`src/rtl/kj_sync_tx_pkg.sv`:
```
// Shared definitions for the K/J line transmitter: line-state encodings ({k,j}),
// FSM states, default frame parameters and small line helpers.
package kj_sync_tx_pkg;

  typedef enum logic [1:0] {
    LINE_SE0 = 2'b00,
    LINE_J   = 2'b01,
    LINE_K   = 2'b10
  } line_t;

  typedef enum logic [1:0] {
    ST_IDLE = 2'b00,
    ST_SYNC = 2'b01,
    ST_DATA = 2'b10,
    ST_EOP  = 2'b11
  } tx_state_t;

  localparam int SYNC_LEN_DEF  = 8;
  localparam int STUFF_LEN_DEF = 6;
  localparam int EOP_LEN_DEF   = 2;

  // SE0 has no NRZI partner; it falls back to idle J.
  function automatic line_t line_toggle(input line_t l);
    case (l)
      LINE_K:  return LINE_J;
      LINE_J:  return LINE_K;
      default: return LINE_J;
    endcase
  endfunction

  function automatic line_t sync_symbol(input int idx, input int len);
    if ((idx == len - 1) || ((idx % 2) == 0)) begin
      return LINE_K;
    end else begin
      return LINE_J;
    end
  endfunction

  function automatic int max3(input int a, input int b, input int c);
    int m;
    m = (a > b) ? a : b;
    return (m > c) ? m : c;
  endfunction

endpackage

```
`src/rtl/kj_sync_tx_nrzi_stuffer.sv`:
```
// NRZI line register with bit stuffing: a 0 (real or stuffed) toggles the line,
// a 1 holds it; after STUFF_LEN consecutive ones a stuffed 0 is requested.
module kj_nrzi_stuffer
  import kj_sync_tx_pkg::*;
#(
  parameter int STUFF_LEN = STUFF_LEN_DEF
) (
  input  logic  clk,
  input  logic  rst,
  input  logic  bit_in,
  input  logic  bit_en,
  input  logic  stuff_clr,
  input  logic  force_en,
  input  line_t force_line,
  output line_t line,
  output logic  stuff_req
);

  localparam int ONES_W = $clog2(STUFF_LEN + 1);

  line_t             line_r;
  logic [ONES_W-1:0] ones_r;
  logic              toggle_s;

  assign stuff_req = (ones_r == ONES_W'(STUFF_LEN));
  assign toggle_s  = stuff_req || !bit_in;
  assign line      = line_r;

  // Line state and run-length of transmitted ones.
  always_ff @(posedge clk or posedge rst) begin
    if (rst) begin
      line_r <= LINE_J;
      ones_r <= {ONES_W{1'b0}};
    end else begin
      if (force_en) begin
        line_r <= force_line;
      end else if (bit_en && toggle_s) begin
        line_r <= line_toggle(line_r);
      end else begin
        line_r <= line_r;
      end

      if (stuff_clr) begin
        ones_r <= {ONES_W{1'b0}};
      end else if (bit_en) begin
        ones_r <= toggle_s ? {ONES_W{1'b0}} : ones_r + ONES_W'(1);
      end else begin
        ones_r <= ones_r;
      end
    end
  end

endmodule

```
`src/rtl/kj_sync_tx.sv`:
```
// K/J line transmitter: SYNC pattern, NRZI bit-stuffed payload bytes (LSB first)
// and EOP, one symbol per clock, with a valid/ready byte handshake.
module kj_sync_tx
  import kj_sync_tx_pkg::*;
#(
  parameter int SYNC_LEN  = SYNC_LEN_DEF,
  parameter int STUFF_LEN = STUFF_LEN_DEF,
  parameter int EOP_LEN   = EOP_LEN_DEF
) (
  input  logic       CLK,
  input  logic       RST,
  input  logic       start,
  input  logic [7:0] data_in,
  input  logic       data_valid,
  input  logic       data_last,
  output logic       data_ready,
  output logic       k,
  output logic       j,
  output logic       tx_en,
  output logic       busy,
  output logic       done,
  output logic       tx_err
);

  localparam int CNT_W = $clog2(max3(SYNC_LEN, 8, EOP_LEN + 1));
  localparam logic [CNT_W-1:0] SYNC_LAST    = CNT_W'(SYNC_LEN - 1);
  localparam logic [CNT_W-1:0] BIT_LAST     = CNT_W'(7);
  localparam logic [CNT_W-1:0] EOP_J_CNT    = CNT_W'(EOP_LEN);
  localparam logic [CNT_W-1:0] EOP_SE0_LAST = CNT_W'(EOP_LEN - 1);

  tx_state_t        state_r;
  logic [CNT_W-1:0] cnt_r;
  logic [7:0]       shift_r;
  logic             last_r;
  logic             abort_r;
  logic             tx_en_r;
  logic             done_r;
  logic             tx_err_r;

  logic  ready_s;
  logic  load_s;
  logic  bit_s;
  logic  bit_en_s;
  logic  stuff_clr_s;
  logic  stuff_req_s;
  logic  force_en_s;
  line_t force_line_s;
  line_t line_s;

  // Byte handshake: last SYNC cycle, or final bit of a non-final byte unless a stuff is due.
  always_comb begin
    ready_s = 1'b0;
    if (state_r == ST_SYNC) begin
      ready_s = (cnt_r == SYNC_LAST);
    end else if (state_r == ST_DATA) begin
      ready_s = (cnt_r == BIT_LAST) && !last_r && !stuff_req_s;
    end else begin
      ready_s = 1'b0;
    end
  end

  // Next-symbol control for the line register.
  always_comb begin
    load_s       = ready_s && data_valid;
    bit_s        = load_s ? data_in[0] : shift_r[0];
    bit_en_s     = load_s || ((state_r == ST_DATA) && (stuff_req_s || (cnt_r != BIT_LAST)));
    stuff_clr_s  = (state_r != ST_DATA) && !load_s;
    force_en_s   = 1'b1;
    force_line_s = LINE_J;
    case (state_r)
      ST_IDLE: begin
        force_line_s = start ? LINE_K : LINE_J;
      end
      ST_SYNC: begin
        force_en_s   = !load_s;
        force_line_s = ready_s ? LINE_SE0 : sync_symbol(int'(cnt_r) + 1, SYNC_LEN);
      end
      ST_DATA: begin
        force_en_s   = !bit_en_s;
        force_line_s = LINE_SE0;
      end
      ST_EOP: begin
        force_line_s = (cnt_r < EOP_SE0_LAST) ? LINE_SE0 : LINE_J;
      end
      default: begin
        force_line_s = LINE_J;
      end
    endcase
  end

  kj_nrzi_stuffer #(
    .STUFF_LEN(STUFF_LEN)
  ) u_stuffer (
    .clk       (CLK),
    .rst       (RST),
    .bit_in    (bit_s),
    .bit_en    (bit_en_s),
    .stuff_clr (stuff_clr_s),
    .force_en  (force_en_s),
    .force_line(force_line_s),
    .line      (line_s),
    .stuff_req (stuff_req_s)
  );

  // Frame sequencing, byte shift register and status pulses.
  always_ff @(posedge CLK or posedge RST) begin
    if (RST) begin
      state_r  <= ST_IDLE;
      cnt_r    <= {CNT_W{1'b0}};
      shift_r  <= 8'h00;
      last_r   <= 1'b0;
      abort_r  <= 1'b0;
      tx_en_r  <= 1'b0;
      done_r   <= 1'b0;
      tx_err_r <= 1'b0;
    end else begin
      done_r   <= 1'b0;
      tx_err_r <= 1'b0;
      case (state_r)
        ST_IDLE: begin
          if (start) begin
            state_r <= ST_SYNC;
            cnt_r   <= {CNT_W{1'b0}};
            tx_en_r <= 1'b1;
            abort_r <= 1'b0;
          end
        end
        ST_SYNC: begin
          if (!ready_s) begin
            cnt_r <= cnt_r + CNT_W'(1);
          end else if (data_valid) begin
            state_r <= ST_DATA;
            cnt_r   <= {CNT_W{1'b0}};
            shift_r <= {1'b0, data_in[7:1]};
            last_r  <= data_last;
          end else begin
            state_r  <= ST_EOP;
            cnt_r    <= {CNT_W{1'b0}};
            tx_err_r <= 1'b1;
            abort_r  <= 1'b1;
          end
        end
        ST_DATA: begin
          // A stuff cycle consumes no payload bit.
          if (!stuff_req_s) begin
            if (cnt_r != BIT_LAST) begin
              cnt_r   <= cnt_r + CNT_W'(1);
              shift_r <= {1'b0, shift_r[7:1]};
            end else if (last_r) begin
              state_r <= ST_EOP;
              cnt_r   <= {CNT_W{1'b0}};
            end else if (data_valid) begin
              cnt_r   <= {CNT_W{1'b0}};
              shift_r <= {1'b0, data_in[7:1]};
              last_r  <= data_last;
            end else begin
              state_r  <= ST_EOP;
              cnt_r    <= {CNT_W{1'b0}};
              tx_err_r <= 1'b1;
              abort_r  <= 1'b1;
            end
          end
        end
        ST_EOP: begin
          if (cnt_r != EOP_J_CNT) begin
            cnt_r <= cnt_r + CNT_W'(1);
          end else begin
            state_r <= ST_IDLE;
            cnt_r   <= {CNT_W{1'b0}};
            tx_en_r <= 1'b0;
            done_r  <= !abort_r;
          end
        end
        default: begin
          state_r <= ST_IDLE;
          tx_en_r <= 1'b0;
        end
      endcase
    end
  end

  assign data_ready = ready_s;
  assign k          = line_s[1];
  assign j          = line_s[0];
  assign tx_en      = tx_en_r;
  assign busy       = tx_en_r;
  assign done       = done_r;
  assign tx_err     = tx_err_r;

endmodule

```
`config.mk`:
```
export PLATFORM = sky130hd
export DESIGN_NAME = kj_sync_tx
export DESIGN_NICKNAME = d
export VERILOG_FILES = /design/src/rtl/kj_sync_tx_pkg.sv /design/src/rtl/kj_sync_tx_nrzi_stuffer.sv /design/src/rtl/kj_sync_tx.sv
export SDC_FILE = /design/constraint.sdc
export NUM_CORES = 1
export LEC_CHECK = 0
export CORE_MARGIN = 5
export CORE_UTILIZATION = 40
export DETAILED_ROUTE_END_ITERATION = 12
export PLACE_DENSITY = 0.63
export SLEW_MARGIN = 25
export SYNTH_ARGS = -nofsm -noshare
export SYNTH_HDL_FRONTEND = slang
export SYNTH_SLANG_ARGS = --single-unit
```
`constraint.sdc`:
```
create_clock -name CLK -period 1.75 [get_ports CLK]
set_input_delay 0.35 -clock CLK [delete_from_list [all_inputs] [get_ports CLK]]
set_output_delay 0.35 -clock CLK [all_outputs]
set_load 0.01 [all_outputs]
```
==> flow_results.xml <==
<?xml version="1.0" encoding="UTF-8"?>
<metrics>
  <group name="synth">
    <metric name="synth_ff_type" unit="">sky130_fd_sc_hd__dfrtp_1</metric>
    <metric name="yosys_warnings" unit="">0</metric>
    <metric name="cell_area_after_synthesis" unit="um2">1440</metric>
    <metric name="synth-seq-cells" unit="">23</metric>
    <metric name="number_of_synthesized_flops_with_an_enable_pin" unit="">0</metric>
    <metric name="asyncSetResetFlopFracSynth" unit="%">100</metric>
    <metric name="ys_top_cells_by_area" unit="">sky130_fd_sc_hd__dfrtp_1, sky130_fd_sc_hd__ha_1, sky130_fd_sc_hd__a21oi_1</metric>
    <metric name="netlist.area_leader.share" unit="%">38.3</metric>
    <metric name="netlist_top_cells_count" unit="">sky130_fd_sc_hd__dfrtp_1, sky130_fd_sc_hd__a21oi_1, sky130_fd_sc_hd__nand2_1, sky130_fd_sc_hd__nor2_1, sky130_fd_sc_hd__inv_1</metric>
    <metric name="synth_top_cell_by_area" unit="">sky130_fd_sc_hd__dfrtp_1</metric>
    <metric name="synth_fp_nets" unit="">180</metric>
    <metric name="ys_types" unit="">39</metric>
    <metric name="yosysSeqAreaShare" unit="%">40.1</metric>
    <metric name="synthesis.area_per_instance" unit="um2">9.16</metric>
    <metric name="postSynthCellCount" unit="">157</metric>
    <metric name="synth.most_common_cell" unit="">sky130_fd_sc_hd__dfrtp_1</metric>
  </group>
  <group name="grt">
    <metric name="grt_pass1_vias" unit="">1299</metric>
    <metric name="antenna_found_initial" unit="">0</metric>
    <metric name="globalRouteTotalUtil" unit="%">14.1</metric>
    <metric name="maximum_number_of_pins_on_one_net_before_global_route_repair" unit="">24</metric>
    <metric name="grt.overflow.total" unit="">0</metric>
    <metric name="grt_pass1_wl" unit="um">5820</metric>
  </group>
  <group name="setup_path">
    <metric name="critPathMaxStageDelay" unit="ns">0.46</metric>
    <metric name="criticalPathCategory" unit="">reg -&gt; out</metric>
    <metric name="worstSetupStartpointType" unit="">flip-flop</metric>
    <metric name="worstPathBufferInverterCount" unit="">1</metric>
    <metric name="r2r-start" unit="">state_r[1]</metric>
    <metric name="worst-endpoint-arrival" unit="ns">1.48</metric>
    <metric name="crit_path_cell_trace" unit="">ha_4 &gt; and2b_1 &gt; a21oi_2 &gt; nor2_1 &gt; buf_2</metric>
    <metric name="crit_required" unit="ns">1.40</metric>
    <metric name="crit_start" unit="">state_r[1]</metric>
    <metric name="timing.critical_path.fanout_max" unit="">4</metric>
    <metric name="crit_slowest_cell" unit="">sky130_fd_sc_hd__dfrtp_1</metric>
    <metric name="worstSetupEndpointType" unit="">primary output</metric>
    <metric name="family_with_the_most_delay_on_the_worst_path" unit="">flip-flops</metric>
  </group>
  <group name="timing">
    <metric name="tightest_slew" unit="ns">0.300</metric>
    <metric name="hold_viol" unit="">0</metric>
    <metric name="timing.clock.skew" unit="ns">0.00458</metric>
    <metric name="post-route-period-util" unit="%">105</metric>
    <metric name="final.setup.tns" unit="ns">-0.387</metric>
    <metric name="grt_setup_unrepaired" unit="">yes</metric>
    <metric name="slew_viol_final" unit="">0</metric>
    <metric name="setup_viol" unit="">7</metric>
    <metric name="worst_slack" unit="ns">-0.0797</metric>
    <metric name="period_minus_slack" unit="ns">1.83</metric>
    <metric name="slew_headroom" unit="%">80.0</metric>
    <metric name="max_freq" unit="MHz">547</metric>
  </group>
  <group name="placement">
    <metric name="preCtsSetupSlack" unit="ns">-0.212</metric>
    <metric name="place_congestion" unit="">0.901</metric>
    <metric name="placed_cell_area" unit="um2">1870</metric>
    <metric name="post-dp-hpwl" unit="um">2510</metric>
    <metric name="io_buffer_count" unit="">19</metric>
  </group>
  <group name="run">
    <metric name="cap_viol_max_count" unit="">0</metric>
  </group>
  <group name="outcome">
    <metric name="run_status" unit="">finished with violations</metric>
    <metric name="violations" unit="">negative setup slack</metric>
  </group>
  <group name="finish">
    <metric name="area_growth_syn_to_layout" unit="%">44.0</metric>
    <metric name="finish.instance_area" unit="um2">2070</metric>
    <metric name="nNetsFinal" unit="">232</metric>
    <metric name="fraction_of_layout_instances_using_a_drive_strength_above_1" unit="%">30.8</metric>
    <metric name="antenna-diode-count" unit="">0</metric>
    <metric name="final_util" unit="%">60.7</metric>
  </group>
  <group name="routing">
    <metric name="route.antenna.remaining_nets" unit="">0</metric>
    <metric name="drc_errors_left" unit="">0</metric>
    <metric name="vias_per_cell" unit="">5.32</metric>
    <metric name="drt-wirelength-per-cell" unit="um">13.8</metric>
    <metric name="detail_route.wirelength" unit="um">3520</metric>
    <metric name="tritonroute_pass_1_iters" unit="">4</metric>
    <metric name="detailroute.via_count" unit="">1352</metric>
    <metric name="drtIter0Drc" unit="">86</metric>
  </group>
  <group name="die">
    <metric name="die_height" unit="um">70.0</metric>
    <metric name="floorplan.rows" unit="">21</metric>
    <metric name="pin_count" unit="">20</metric>
    <metric name="die_w" unit="um">70.0</metric>
    <metric name="core_region_area" unit="um2">3420</metric>
    <metric name="start_util" unit="%">42.1</metric>
    <metric name="dieArea" unit="um2">4900</metric>
  </group>
  <group name="clock_tree">
    <metric name="clk_latency" unit="ns">0.32</metric>
    <metric name="tritoncts" unit="">built</metric>
    <metric name="htree_depth" unit="">1</metric>
    <metric name="cts-buffers-inserted" unit="">3</metric>
    <metric name="cts_root_buf" unit="">sky130_fd_sc_hd__clkbuf_4</metric>
    <metric name="cts.sink_count" unit="">23</metric>
    <metric name="cts.path.max_buffers" unit="">2</metric>
    <metric name="clkTransAtPathRegs" unit="ns">0.14</metric>
  </group>
  <group name="min_path">
    <metric name="hold_path.class" unit="">in -&gt; async</metric>
  </group>
  <group name="power_and_ir_drop">
    <metric name="cellPowerDensity" unit="nW/um2">1610</metric>
    <metric name="power.ir.vdd_worst" unit="uV">668</metric>
    <metric name="totalPowerFinal" unit="uW">3340</metric>
    <metric name="power.leakage" unit="uW">0.000924</metric>
  </group>
</metrics>
==> per-layer routing <==
layer,routed length (um),track usage [%]
met1,1480,17.7
met2,1890,25.4
met3,125,1.87
met4,13,3.83
met5,0,0
==> power breakdown <==
part | switching, uW | internal (uW) | leakage [uW]
clock | 173 | 85.6 | 0.0000177
combinational | 1020 | 1190 | 0.000626
sequential | 137 | 732 | 0.000280
total | 1330 | 2010 | 0.000924
==> stage by stage <==
step / hold WS [ns] / cells
finish: 0.358 / 254
global route: 0.383 / 254
CTS: 0.363 / 250
detailed placement: 0.446 / 242
global placement: 0.452 / 242
floorplan: 0.351 / 157
==> cell usage in the layout (no fill, tap or decap), types with 2 or more instances in the layout <==
cell and count:
sky130_fd_sc_hd__mux2_4 2, sky130_fd_sc_hd__inv_1 9, sky130_fd_sc_hd__dfrtp_1 22, sky130_fd_sc_hd__nor2_1 14, sky130_fd_sc_hd__mux2_2 2, sky130_fd_sc_hd__nand3_1 4
sky130_fd_sc_hd__o21ai_0 7, sky130_fd_sc_hd__ha_4 5, sky130_fd_sc_hd__a21oi_1 16, sky130_fd_sc_hd__ha_1 3, sky130_fd_sc_hd__a31oi_1 3, sky130_fd_sc_hd__nand2b_1 3
sky130_fd_sc_hd__buf_4 33, sky130_fd_sc_hd__nand4_1 2, sky130_fd_sc_hd__ha_2 2, sky130_fd_sc_hd__nor2b_1 2, sky130_fd_sc_hd__o31ai_1 2, sky130_fd_sc_hd__clkdlybuf4s50_1 17
sky130_fd_sc_hd__mux2i_1 8, sky130_fd_sc_hd__clkbuf_4 3, sky130_fd_sc_hd__o21ai_1 3, sky130_fd_sc_hd__inv_2 2, sky130_fd_sc_hd__nand2_1 14
==> registers in the layout, indices dropped and copies added, names as in the netlist <==
name              count
shift_r               8
cnt_r                 3
u_stuffer.ones_r      3
state_r               2
u_stuffer.line        2
abort_r               1
busy                  1
done                  1
last_r                1
tx_err                1
==> cells by family after synthesis <==
family,after synthesis,share of synthesized area [%]
fa+ha+maj,10,8.70
flops,23,40.1
simple gates,50,17.5
buf+inv,18,5.74
compound gates,44,18.8
mux,12,9.22
==> final timing paths <==
check	slack (ns)	end	depth (start not counted)
setup / recovery	-0.08	data_ready	5
hold / removal	0.36	shift_r[7]	3
setup reg to reg	-0.08	u_stuffer.line[0]	6
hold reg to reg	0.47	done	1
max in group asynchronous	1.11	u_stuffer.line[0]	3
min in group CLK	0.47	done	1
==> worst register-to-register path: stages, from the launching register on <==
cell                        delay, ns
sky130_fd_sc_hd__dfrtp_1         0.46
sky130_fd_sc_hd__ha_4            0.18
sky130_fd_sc_hd__and2b_1         0.19
sky130_fd_sc_hd__o2111ai_2       0.17
sky130_fd_sc_hd__and3_4          0.22
sky130_fd_sc_hd__mux2_4          0.29
sky130_fd_sc_hd__mux2_4          0.26
==> cell type report <==
cell class                 count  area [um2]
multi-input combinational    116         892
tap                           46        57.6
sequential                    23         577
inverter                      11        41.3
fill                         296        1340
clock inverter                 1        5.00
clock buffer                   3        22.5
timing repair buffer          54         477
==> timing repair <==
item	4_1_cts	5_1_grt
endpoints found under the setup margin	9	16
cloned	0	1
pin swaps	9	2
buffers inserted	4	3
gates resized for setup	16	12
hold buffers	0	0
No activity file was read; power rests on OpenSTA's default activity.
